[src/rtl/phrase_sequencer.sv]
// Phrase ROM playback controller: walks phrases, steps notes on a tick-based duration counter.
// Optional looping playback is enabled by defining PHRASE_SEQ_LOOP_EN.
module phrase_sequencer #(
    parameter int unsigned TICK_DIV    = 1500,
    parameter int unsigned LAST_PHRASE = 6
) (
    input  logic        clk,
    input  logic        rst_n,
    input  logic        start,
    input  logic        stop,
    output logic [3:0]  phrase_addr,
    input  logic [31:0] db_entry,
    input  logic [7:0]  length_entry,
    input  logic [2:0]  n_note,
    output logic [3:0]  note_code,
    output logic        gate,
    output logic        note_strobe,
    output logic [3:0]  phrase_idx,
    output logic        busy,
    output logic        done
);

`ifdef PHRASE_SEQ_LOOP_EN
    localparam bit LoopEn = 1'b1;
`else
    localparam bit LoopEn = 1'b0;
`endif

    localparam int unsigned CntW = (TICK_DIV > 1) ? $clog2(2 * TICK_DIV) : 1;
    localparam logic [CntW-1:0] ShortLast = CntW'(TICK_DIV - 1);
    localparam logic [CntW-1:0] LongLast  = CntW'(2 * TICK_DIV - 1);
    localparam logic [3:0]      LastAddr  = 4'(LAST_PHRASE);
    localparam logic [3:0]      RestCode  = 4'd7;

    typedef enum logic [1:0] {StIdle, StLoad, StPlay, StDone} state_e;

    state_e          state_q;
    logic [3:0]      phrase_addr_q;
    logic [3:0]      phrase_idx_q;
    logic [31:0]     db_q;
    logic [7:0]      len_q;
    logic [2:0]      nn_q;
    logic [2:0]      ptr_q;
    logic [CntW-1:0] cnt_q;
    logic [3:0]      note_code_q;
    logic            gate_q;
    logic            strobe_q;
    logic            busy_q;
    logic            done_q;

    logic [CntW-1:0] cnt_last;
    logic            note_end;
    logic            phrase_end;
    logic [2:0]      nxt_ptr;
    logic [3:0]      nxt_code;
    logic [3:0]      rom_code;
    logic [3:0]      addr_inc;

    // Note 0 sits in the top nibble / top length bit, so index with the inverted pointer.
    always_comb begin
        cnt_last   = len_q[~ptr_q] ? LongLast : ShortLast;
        note_end   = (cnt_q == cnt_last);
        phrase_end = (ptr_q == nn_q);
        nxt_ptr    = ptr_q + 3'd1;
        nxt_code   = db_q[{~nxt_ptr, 2'b00} +: 4];
        rom_code   = db_entry[31:28];
        if (LoopEn && (phrase_addr_q == LastAddr)) begin
            addr_inc = 4'd0;
        end else begin
            addr_inc = phrase_addr_q + 4'd1;
        end
    end

    always_ff @(posedge clk or negedge rst_n) begin
        if (!rst_n) begin
            state_q       <= StIdle;
            phrase_addr_q <= 4'd0;
            phrase_idx_q  <= 4'd0;
            db_q          <= 32'd0;
            len_q         <= 8'd0;
            nn_q          <= 3'd0;
            ptr_q         <= 3'd0;
            cnt_q         <= '0;
            note_code_q   <= 4'd0;
            gate_q        <= 1'b0;
            strobe_q      <= 1'b0;
            busy_q        <= 1'b0;
            done_q        <= 1'b0;
        end else if (stop) begin
            state_q       <= StIdle;
            phrase_addr_q <= 4'd0;
            phrase_idx_q  <= 4'd0;
            ptr_q         <= 3'd0;
            cnt_q         <= '0;
            note_code_q   <= 4'd0;
            gate_q        <= 1'b0;
            strobe_q      <= 1'b0;
            busy_q        <= 1'b0;
            done_q        <= 1'b0;
        end else begin
            unique case (state_q)
                StIdle, StDone: begin
                    if (start) begin
                        state_q       <= StLoad;
                        phrase_addr_q <= 4'd0;
                        busy_q        <= 1'b1;
                        done_q        <= 1'b0;
                    end
                end
                StLoad: begin
                    db_q          <= db_entry;
                    len_q         <= length_entry;
                    nn_q          <= n_note;
                    ptr_q         <= 3'd0;
                    cnt_q         <= '0;
                    phrase_idx_q  <= phrase_addr_q;
                    phrase_addr_q <= addr_inc;
                    note_code_q   <= rom_code;
                    gate_q        <= (rom_code != RestCode);
                    strobe_q      <= 1'b1;
                    state_q       <= StPlay;
                end
                StPlay: begin
                    strobe_q <= 1'b0;
                    if (!note_end) begin
                        cnt_q <= cnt_q + 1'b1;
                    end else if (!phrase_end) begin
                        ptr_q       <= nxt_ptr;
                        cnt_q       <= '0;
                        note_code_q <= nxt_code;
                        gate_q      <= (nxt_code != RestCode);
                        strobe_q    <= 1'b1;
                    end else if (LoopEn || (phrase_idx_q < LastAddr)) begin
                        // Seamless phrase change: ROM already shows the next entry.
                        db_q          <= db_entry;
                        len_q         <= length_entry;
                        nn_q          <= n_note;
                        ptr_q         <= 3'd0;
                        cnt_q         <= '0;
                        phrase_idx_q  <= phrase_addr_q;
                        phrase_addr_q <= addr_inc;
                        note_code_q   <= rom_code;
                        gate_q        <= (rom_code != RestCode);
                        strobe_q      <= 1'b1;
                    end else begin
                        state_q     <= StDone;
                        ptr_q       <= 3'd0;
                        cnt_q       <= '0;
                        note_code_q <= 4'd0;
                        gate_q      <= 1'b0;
                        busy_q      <= 1'b0;
                        done_q      <= 1'b1;
                    end
                end
                default: state_q <= StIdle;
            endcase
        end
    end

    assign phrase_addr = phrase_addr_q;
    assign phrase_idx  = phrase_idx_q;
    assign note_code   = note_code_q;
    assign gate        = gate_q;
    assign note_strobe = strobe_q;
    assign busy        = busy_q;
    assign done        = done_q;

endmodule
[config.mk]
export PLATFORM = sky130hd
export DESIGN_NAME = phrase_sequencer
export DESIGN_NICKNAME = d
export VERILOG_FILES = /design/src/rtl/phrase_sequencer.sv
export SDC_FILE = /design/constraint.sdc
export NUM_CORES = 1
export LEC_CHECK = 0
export CAP_MARGIN = 15
export CORE_MARGIN = 1
export CORE_UTILIZATION = 40
export CTS_BUF_LIST = sky130_fd_sc_hd__clkbuf_16
export CTS_CLUSTER_DIAMETER = 30
export DETAILED_ROUTE_END_ITERATION = 6
export PLACE_DENSITY = 0.63
export SYNTH_ARGS = -nofsm -noshare
export SYNTH_HDL_FRONTEND = slang
export SYNTH_SLANG_ARGS = --single-unit
[constraint.sdc]
create_clock -name clk -period 2.15 [get_ports clk]
set_input_delay 0.215 -clock clk [delete_from_list [all_inputs] [get_ports clk]]
set_output_delay 0.215 -clock clk [all_outputs]
set_load 0.02 [all_outputs]
; ---- Yosys cells after proc, flatten, opt, wreduce, memory -nomap -nowiden
; Index checks and enable logic that the tools add are counted.
[classes]
addsub = 3
n_lt_le_gt_ge = 2
n_eq_ne = 15
shift = 1
muxes = 66
n_bitwise = 3
reduce_logical = 11
[op_table]
columns = op, count
row1 = 2-to-1 mux 32 bit, 3
row2 = case mux 32 bit (2 select lines), 1
row3 = 2-to-1 mux 4 bit, 13
row4 = 2-to-1 mux 12 bit, 3
row5 = indexed part select 32 x 6 -> 4 bit, 1
row6 = 2-to-1 mux 8 bit, 3
row7 = case mux 12 bit (2 select lines), 1
row8 = 2-to-1 mux 1 bit, 19
row9 = 2-to-1 mux 3 bit, 6
row10 = case mux 4 bit (2 select lines), 2
row11 = case mux 8 bit (2 select lines), 1
row12 = != test 3 bit (second input constant), 5
row13 = adder 12 x 1 -> 12 bit (second input constant), 1
row14 = == test 12 bit, 1
row15 = case mux 3 bit (2 select lines), 2
row16 = case mux 4 bit (3 select lines), 1
row17 = AND reduction 4 bit, 3
row18 = 2-to-1 mux 2 bit, 5
row19 = AND reduction 5 bit, 2
row20 = != test 4 x 3 -> 1 bit (second input constant), 2
row21 = case mux 1 bit (2 select lines), 4
row22 = != test 2 bit (second input constant), 3
row23 = NOT 3 bit, 2
row24 = case mux 2 bit (3 select lines), 1
row25 = other kinds (14), 16
[word_totals]
ff_bits = 76
input_bits = 47
output_inout_bits = 16
elab_cells = 114

; ---- Longest topological paths before layout
; Gate-level depths: netlist of the first run.
[depth]
ltp_word = 8
ltp_mapped = 10
depth_no_buf = 7

; ---- Worst setup path before layout of the first run
; OpenSTA, ideal clock, no wires.
[synth_timing]
path_type = register to register
startpoint = reg ptr_q[1]
endpoint = reg note_code_q[2] (netlist: note_code[2])
setup_ns = 0.125
arrival_time_ns = 2.177
required_time_ns = 2.025
setup_slack_ns = -0.152
path_stages_with_launch = 7
n_path_buf = 1
synth_period_minus_slack_ns = 2.302
path_cell_list = dfrtp_1 mux4_2 mux2i_4 mux2_2 a21oi_2 buf_6 mux2_4
[synth_via]
elab_chain_cells = 7
elab_cells_between_ends = 15
cone_classes = add/sub: 1 / eq/ne: 3 / shift: 1 / mux: 7 / bitwise: 2 / reduce/logical: 1
[synth_rtl]
columns = item, line
row1 = start: declaration, 43  ; logic [2:0] ptr_q;
row2 = start signal: assignment, 128  ; ptr_q <= nxt_ptr;
row3 = adder 3 x 1 -> 3 bit / NOT 3 bit (equally long branches), "64, 61"
row4 = NOT 3 bit / binary-select mux 1 bit (select 3 bit) (equally long branches), "65, 61"
row5 = indexed part select 32 x 6 -> 4 bit / 2-to-1 mux 1 bit (equally long branches), "65, 61"
row6 = 2-to-1 mux 4 bit / 2-to-1 mux 12 bit (equally long branches), "127, 61"
row7 = 2-to-1 mux 4 bit / == test 12 bit (equally long branches), "125, 62"
row8 = case mux 4 bit (2 select lines) / != test 3 bit (equally long branches), --
row9 = 2-to-1 mux 4 bit / AND reduction 2 bit (equally long branches), --
row10 = end signal: assignment, 118  ; note_code_q <= rom_code;
row11 = end signal: assignment, 130  ; note_code_q <= nxt_code;
row12 = end signal: assignment, 142  ; note_code_q <= rom_code;
row13 = end: declaration, 45  ; logic [3:0] note_code_q;
; Several ways; a longest one is shown, not always the timed one. The select of a mux whose other input is x is not followed.
; A chain may end at the register's enable or synchronous reset.

; ---- Worst setup path in the final report of the first run
[layout_timing]
startpoint = reg ptr_q[1]
endpoint = reg note_code_q[0] (netlist: note_code[0])
; The elaborated chain is that of the path after synthesis.

==> results of run 1 <==
==> how the worst min path moves through the flow <==
stage                      from        to  slack, ns  depth (start not counted)
final                     rst_n  cnt_q[4]       0.35                          2
after global routing      rst_n  cnt_q[4]       0.38                          2
after CTS                 rst_n  cnt_q[4]       0.37                          2
after detailed placement  rst_n  cnt_q[4]       0.17                          1
after global placement    rst_n  cnt_q[4]       0.17                          1
after floorplan           rst_n      busy      -0.08                          0
==> power groups by stage <==
stage          Combinational [W]  Clock, W  Sequential (W)
2_1_floorplan            0.00220         0         0.00243
3_3_place_gp             0.00350         0         0.00246
3_5_place_dp             0.00360         0         0.00248
4_1_cts                  0.00372   0.00160         0.00246
5_1_grt                  0.00415   0.00167         0.00254
6_report                 0.00382   0.00160         0.00249
==> registers in the layout, summed over array words and instances, names as in the netlist <==
signal and cells:
note_strobe 1, busy 1, done 1, gate 1, ptr_q 3, phrase_idx 4, note_code 4, state_q 2
cnt_q 12, len_q 8, db_q 32, phrase_addr 4, nn_q 3
==> through the flow <==
stage | TNS [ns] | power [W]
floorplan | -0.834 | 0.00463
global placement | -5.14 | 0.00596
detailed placement | -7.81 | 0.00608
CTS | -3.97 | 0.00779
global route | -9.54 | 0.00835
finish | -5.67 | 0.00791
==> placed cells by master (no fill, tap or decap), drive strengths merged, types with 9 or more instances in the layout <==
cell           Yosys  layout
mux2i              9       9
inv                8       9
o21ai             11      11
clkdlybuf4s50      0      61
clkbuf            36      14
buf               14      67
nand4             46      46
nor2              12      12
nand3             12      12
a21oi             53      53
nand2             60      60
nor3               9       9
nor3b             47      47
o211ai            48      48
mux4              10      10
dfrtp             76      76
==> metal layers <==
layer / global-route usage (%) / part of all wire (%) / vias to the layer above
li1: - / - / 2193
met1: 30.9 / 42 / 2382
met2: 38.3 / 49 / 213
met3: 3.05 / 6.2 / 36
met4: 7.48 / 2.4 / 0
met5: 0 / 0 / -
==> worst max-delay path: stages (launching register included) <==
cell and delay [ns]:
sky130_fd_sc_hd__dfrtp_2 0.42, sky130_fd_sc_hd__mux4_2 0.54, sky130_fd_sc_hd__mux2i_4 0.22, sky130_fd_sc_hd__mux2_4 0.37, sky130_fd_sc_hd__a21oi_4 0.28, sky130_fd_sc_hd__mux2_4 0.33
==> Yosys cell counts (2+ instances only) <==
cell	count	area [um^2]
sky130_fd_sc_hd__mux2i_1	8	80.1
sky130_fd_sc_hd__and3_1	4	25.0
sky130_fd_sc_hd__nor4bb_1	2	20.0
sky130_fd_sc_hd__xor2_1	6	52.6
sky130_fd_sc_hd__nand2_1	60	225
sky130_fd_sc_hd__inv_1	8	30.0
sky130_fd_sc_hd__mux4_2	10	225
sky130_fd_sc_hd__mux2_2	3	33.8
sky130_fd_sc_hd__and2_1	2	12.5
sky130_fd_sc_hd__a22o_1	6	52.6
sky130_fd_sc_hd__a31oi_1	6	37.5
sky130_fd_sc_hd__nand4_1	46	288
sky130_fd_sc_hd__xnor2_1	2	17.5
sky130_fd_sc_hd__or2_2	2	12.5
sky130_fd_sc_hd__clkbuf_1	35	131
sky130_fd_sc_hd__nor3_1	9	45.0
sky130_fd_sc_hd__buf_2	7	35.0
sky130_fd_sc_hd__nor3b_1	47	353
sky130_fd_sc_hd__o211ai_1	48	360
sky130_fd_sc_hd__nor2b_1	3	18.8
sky130_fd_sc_hd__ha_1	5	62.6
sky130_fd_sc_hd__nor2_1	12	45.0
sky130_fd_sc_hd__buf_4	2	15.0
sky130_fd_sc_hd__o2bb2ai_1	6	52.6
sky130_fd_sc_hd__nor4_1	4	25.0
sky130_fd_sc_hd__buf_6	4	45.0
sky130_fd_sc_hd__or3_1	4	25.0
sky130_fd_sc_hd__nand3_1	12	60.1
sky130_fd_sc_hd__dfrtp_1	76	1900
sky130_fd_sc_hd__nand2b_1	4	25.0
sky130_fd_sc_hd__o21ai_0	11	55.1
sky130_fd_sc_hd__a41oi_1	2	17.5
sky130_fd_sc_hd__a211oi_1	2	15.0
sky130_fd_sc_hd__a21oi_1	52	260
==> final cells by class <==
type | count | area, um^2 | share of cell area [%]
clock inverters | 6 | 81.3 | 1.23
repair buffers | 134 | 1450 | 21.9
clock buffers | 9 | 225 | 3.41
well taps | 143 | 179 | 2.71
flip-flops and latches | 76 | 1900 | 28.8
inverters | 8 | 30.0 | 0.454
multi-input cells | 392 | 2740 | 41.5
==> kinds of logic after synthesis <==
kind of cell / Yosys count
flops: 76
fa+ha+maj: 5
buf+inv: 58
mux: 24
compound gates: 138
simple gates: 217
xor+xnor: 8
==> repair_timing <==
action / in CTS / in global routing
gates resized for setup: 15 / 15
hold buffers: 1 / 0
setup endpoints to repair: 68 / 74
setup buffers: 5 / 4
cloned: 2 / 9
pin swaps: 24 / 39
endpoints found under the hold margin: 26 / 0
==> results.rst, run 1 <==
.. list-table::
   :header-rows: 1

   * - Metric
     - Value
   * - Design internal power
     - 0.00481 W
   * - Synth Area in Compound Gates
     - 18.6%
   * - Floorplan die area
     - 0.0125 mm^2
   * - Remaining global-route overflow
     - 0
   * - Cell count after synthesis
     - 526
   * - Share of final-layout standard cells stronger than drive strength 1
     - a little under a fifth
   * - Clock Sinks
     - 76
   * - Switching part of the total
     - 39.1%
   * - Count of routing violations after the opening detailed-route iteration
     - 302
   * - Worst flop-to-flop path startpoint
     - ptr_q[1]
   * - Vias in the first global route
     - ~4,500
   * - Routed via count
     - between 4,000 and 5,000
   * - Dpl cell area
     - 0.00589 mm^2
   * - Worst Path Arrival
     - ~2.5 ns
   * - Worst skew pair latency
     - 0.33 ns
   * - Rows
     - 39
   * - Share of power burned in the clock network
     - 20.2%
   * - Fmax achieved
     - between 400 and 500 MHz
   * - Total wire length
     - 15,500 um
   * - CP Launch Type
     - register
   * - Final setup vio count
     - 70
   * - Initial antenna violation count
     - 0
   * - Part of the total power dissipated in sequential elements
     - 31.5%
   * - Worst slack on hold paths
     - 0.347 ns
   * - Via/cell ratio
     - 6.28
   * - Antenna violation net count after detailed routing
     - 0
   * - Avg Cell Area, Syn
     - 9.15 um^2
   * - Measured slew at the worst slew-check pin
     - 0.465 ns
   * - Worst IR drop on VDD
     - slightly above 0.0006 V
   * - Initial core utilization
     - 41.6%
   * - Number of clock buffers inserted by TritonCTS
     - 9
   * - Dominant synthesized flop cell
     - sky130_fd_sc_hd__dfrtp_1
   * - Number of buffers added on ports
     - 62
   * - Utilization after layout
     - between 50 and 60%
   * - P_leak
     - around 2.5 nW
   * - Netlist area before placement
     - ~0.0048 mm^2
   * - Die W
     - about 110 um
   * - Relative contribution of combinational cells to total power
     - roughly half
   * - Switch Pwr
     - 0.00309 W
   * - Capturing point of the worst reg2reg path
     - note_code[0]
   * - Seq/Total Area, Yosys
     - between 30% and 40%
   * - Classification of the worst-slack hold path
     - input port to async pin
   * - Final period utilization
     - 106%
   * - Final Slew Violations
     - 0
   * - Number of fill cells in the layout
     - ~950
   * - Wire length of the first global-routing pass
     - 23,000 um
   * - Dpl cells
     - roughly 730
   * - Critical path fanouts, max
     - 6
   * - Worst clock skew
     - roughly 0.0077 ns
   * - Final RePlAce weighted congestion
     - 0.829
   * - # nets final
     - 673
   * - Post-Place Worst Slack
     - -0.173 ns
   * - CTS max path bufs
     - 2
   * - Outcome
     - complete, but fails checks
   * - Number of H-tree levels
     - 3
   * - Adder-cell share of the synthesized area
     - 1.30%
   * - Relative slew margins
     - 68.8%
   * - Capturing element of the worst setup path
     - note_code[0]
   * - R2R Setup Slk
     - -0.13 ns
   * - Fin crit period
     - between 2 and 2.5 ns
   * - Max_cap viols
     - 0
   * - Post-Syn Nets
     - 578
   * - Detailed Routing Iterations Pass 1
     - 7
   * - Final setup slack of the worst path
     - -0.129 ns
   * - Core Area
     - 0.0116 mm^2
   * - Async set-reset flop share out of synthesis
     - 100%
   * - Clock tree root buffer cell
     - sky130_fd_sc_hd__clkbuf_16
   * - Final HPWL from detailed placement
     - between 9000 and 10,000 um
   * - Boundary pin count
     - 63
   * - Synth Area in XOR/XNOR
     - 1.46%
   * - Data required time of the worst path
     - 2.36 ns
   * - Post-synth EDFFs
     - 0
   * - Power density over the cells
     - ~1200 mW/mm^2
   * - Violations in the final reports
     - design-rule violations, negative setup slack
   * - Vertical die dimension
     - 112 um
   * - Crit path capture type
     - register
   * - Depth of the worst register-to-register path
     - 5
   * - Post-route cell area
     - ~0.0066 mm^2
   * - Synthesis-to-layout area growth
     - 37.3%
   * - Global-route usage over all layers
     - 23.0%
   * - Setup repair after global routing missed its margin
     - true
   * - Clock-pin slew on the worst setup and hold paths
     - 0.06 ns
   * - Non-filler instance count after layout
     - 768
   * - Flop and latch count out of synthesis
     - 76
   * - Residual DRC
     - 7
   * - TritonCTS clock tree
     - yes
   * - Number of hold violations in the final report
     - 0
   * - Netlist cell types
     - 50
   * - Antenna Cells
     - 0
   * - Pin count of the biggest net entering global routing
     - 90
   * - Main combinational cell family by area after synthesis
     - simple AND/OR/NAND/NOR gates
   * - Number of warning messages in the yosys log
     - 0
   * - Share of synthesized cell area in and, or, nand and nor gates
     - 25.6%
   * - Worst setup path start
     - ptr_q[1]
   * - Per-cell routed wire length
     - ~20 um
   * - Critical path class
     - register to register
   * - Post-synthesis mux area share
     - 8.06%
Power figures use the tool's default switching activity.
==> inputs of run 2 (changes only) <==
Settings changed: CORE_ASPECT_RATIO set to 0.75, SKIP_CTS_REPAIR_TIMING set to 1.
==> run 2 against run 1 <==
Effect of this change:
- the flow finishes with violations (negative setup slack)
- worst setup slack got worse by 0.0017 ns
- final area shrank 3.6%
- core utilization shrank 2.5 points
- maximum frequency is essentially flat
- sequential share of layout area grew 1.1 points
- highest routed layer unchanged
==> results.rst, run 2 (synthesized netlist as in run 1, its figures left out) <==
.. list-table::
   :header-rows: 1

   * - Metric
     - Value
   * - Worst slack on hold paths
     - 0.356 ns (+0.00942 ns)
   * - Dpl cell area
     - 0.00585 mm^2 (-0.70%)
   * - Final HPWL from detailed placement
     - 9210 um (+2.1%)
   * - Most common cell after layout, fill and taps aside
     - sky130_fd_sc_hd__dfrtp_1
   * - CTS max path bufs
     - 2 (unchanged)
   * - Switching part of the total
     - 40.6% (+1.5 points)
   * - Number of fill cells in the layout
     - 1,031 (+8.1%)
   * - Flip-flop count of the largest register, all copies and words added
     - 32 (unchanged)
   * - CP Launch Type
     - register
   * - Final setup slack of the worst path
     - -0.131 ns (-0.00171 ns)
   * - Relative slew margins
     - 70.2% (+1.4 points)
   * - Largest register by flop count
     - db_q
   * - Core Area
     - 0.0117 mm^2 (+0.79%)
   * - Clock tree root buffer cell
     - sky130_fd_sc_hd__clkbuf_16
   * - Final period utilization
     - 106% (about the same)
   * - CP max-delay cell
     - sky130_fd_sc_hd__mux4_2
   * - Post-Route Setup TNS
     - -2.74 ns (+2.94 ns)
   * - TritonCTS clock tree
     - yes
   * - Antenna Cells
     - 0 (unchanged)
   * - Worst Path Arrival
     - 2.50 ns (about the same)
   * - Vias in the first global route
     - 4,378 (-1.8%)
   * - Worst skew pair latency
     - 0.34 ns (about the same)
   * - Worst setup path start
     - ptr_q[1]
   * - Number of H-tree levels
     - 3 (unchanged)
   * - Fmax achieved
     - 438 MHz (about the same)
   * - Utilization after layout
     - 54.7% (-2.5 points)
   * - Post-route cell area
     - 0.00638 mm^2 (-3.6%)
   * - Worst clock skew
     - 0.00600 ns (-0.00172 ns)
   * - Final RePlAce weighted congestion
     - 0.844 (+1.9%)
   * - Rows
     - 34 (-13%)
   * - Worst path top cell family by delay
     - multiplexers
   * - Fin crit period
     - 2.28 ns (+0.00171 ns)
   * - Worst Path Buf+Inv
     - 1 (+1)
   * - Largest registers ranked by flip-flop count
     - db_q x32, cnt_q x12, len_q x8
   * - Clock-pin slew on the worst setup and hold paths
     - 0.06 ns (about the same)
   * - Data required time of the worst path
     - 2.37 ns (about the same)
   * - Die W
     - 129 um (+15%)
   * - P_leak
     - 2.33 nW (-5.4%)
   * - Number of buffers added on ports
     - 62 (unchanged)
   * - Part of the total power dissipated in sequential elements
     - 32.9% (+1.4 points)
   * - Switch Pwr
     - 0.00308 W (-0.47%)
   * - Antenna violation net count after detailed routing
     - 0 (unchanged)
   * - Number of clock buffers inserted by TritonCTS
     - 9 (unchanged)
   * - # nets final
     - 657 (-2.4%)
   * - Setup repair after global routing missed its margin
     - true
   * - Per-cell routed wire length
     - 18.8 um (-6.9%)
   * - Count of routing violations after the opening detailed-route iteration
     - 501 (+66%)
   * - Commonest cells after routing, fill and taps aside
     - sky130_fd_sc_hd__dfrtp_1, sky130_fd_sc_hd__clkdlybuf4s50_1, sky130_fd_sc_hd__nand2_1
   * - Wire length of the first global-routing pass
     - 22,900 um (-0.21%)
   * - Design internal power
     - 0.00450 W (-6.5%)
   * - Global-route usage over all layers
     - 23.3% (+0.37 points)
   * - Initial core utilization
     - 41.3% (-0.33 points)
   * - Measured slew at the worst slew-check pin
     - 0.443 ns (-0.0215 ns)
   * - Routed via count
     - 4,623 (-4.2%)
   * - Crit path capture type
     - register
   * - Outcome
     - complete, but fails checks
   * - Remaining global-route overflow
     - 0 (unchanged)
   * - Max_cap viols
     - 0 (unchanged)
   * - Final Slew Violations
     - 0 (unchanged)
   * - Share of final-layout standard cells stronger than drive strength 1
     - 17.0% (-1.7 points)
   * - Critical path's largest stage delay
     - 0.54 ns (about the same)
   * - Classification of the worst-slack hold path
     - input port to async pin
   * - Initial antenna violation count
     - 0 (unchanged)
   * - Violations in the final reports
     - negative setup slack
   * - Pin count of the biggest net entering global routing
     - 92 (+2.2%)
   * - Residual DRC
     - 0 (-7)
   * - Worst IR drop on VDD
     - 0.000562 V (-7.4%)
   * - Number of hold violations in the final report
     - 0 (unchanged)
   * - Critical path fanouts, max
     - 5 (-1)
   * - Cell-by-cell trace of the critical path
     - mux4_2, mux2i_4, buf_4, mux2i_4, and2_4, mux2_1
   * - Detailed Routing Iterations Pass 1
     - 5 (-2)
   * - Worst flop-to-flop path startpoint
     - ptr_q[1]
   * - Critical path class
     - register to register
   * - Relative contribution of combinational cells to total power
     - 49.4% (+1.1 points)
   * - Power density over the cells
     - 1190 mW/mm^2 (-0.62%)
   * - Final setup vio count
     - 67 (-4.3%)
   * - Boundary pin count
     - 63 (unchanged)
   * - Synthesis-to-layout area growth
     - 32.5%
   * - Total wire length
     - 14,500 um (-6.4%)
   * - Most repeated library cell on the critical path
     - sky130_fd_sc_hd__mux2i_4
   * - Share of power burned in the clock network
     - 17.7% (-2.5 points)
   * - Floorplan die area
     - 0.0125 mm^2 (about the same)
   * - Vertical die dimension
     - 97.0 um (-13%)
   * - Via/cell ratio
     - 5.99 (-4.7%)
   * - Clock Sinks
     - 76 (unchanged)
[run 2: final timing paths]
kind / end / slack (ns) / cells after the start
min in group clk: db_q[8] / 0.49 / 3
worst min-delay path: busy / 0.36 / 2
worst max register to register: state_q[0] / -0.13 / 6
max in group asynchronous: ptr_q[1] / 1.18 / 3
worst max-delay path: state_q[0] / -0.13 / 6
worst min register to register: done / 0.50 / 1
[run 2: power groups by stage]
stage / clock [W] / sequential (W) / combinational [W]
after global routing: 0.00140 / 0.00256 / 0.00408
after detailed placement: 0 / 0.00250 / 0.00352
after global placement: 0 / 0.00247 / 0.00343
after CTS: 0.00135 / 0.00247 / 0.00354
final: 0.00134 / 0.00249 / 0.00375
after floorplan: 0 / 0.00243 / 0.00220
[run 2: cell type report]
cell class | count | area [um^2] | share of cell area, %
well taps | 162 | 203 | 3.18
repair buffers | 118 | 1230 | 19.2
clock buffers | 9 | 225 | 3.53
multi-input cells | 392 | 2760 | 43.3
inverters | 8 | 30.0 | 0.471
clock inverters | 7 | 28.8 | 0.451
flip-flops and latches | 76 | 1900 | 29.8
[run 2: per-stage QoR]
step	std cells	setup slack (ns)	total power, W
2_1_floorplan	526	-0.0899	0.00463
3_3_place_gp	745	-0.0973	0.00590
3_5_place_dp	745	-0.128	0.00601
4_1_cts	761	-0.140	0.00736
5_1_grt	772	-0.173	0.00805
6_report	772	-0.131	0.00758
[run 2: layer usage]
layer	part of all wire, %	vias up	wire [um]	track usage, %
met5	0	-	0	0
met1	48	2277	6960	35.3
met4	1.1	0	163	6.15
li1	-	2154	-	-
met2	45	172	6550	33.6
met3	5.9	20	856	4.76
[run 2: worst register-to-register path, stage by stage, from the launching register on]
cell	delay, ns
sky130_fd_sc_hd__dfrtp_2	0.41
sky130_fd_sc_hd__mux4_2	0.54
sky130_fd_sc_hd__mux2i_4	0.22
sky130_fd_sc_hd__buf_4	0.17
sky130_fd_sc_hd__mux2i_4	0.31
sky130_fd_sc_hd__and2_4	0.21
sky130_fd_sc_hd__mux2_1	0.31
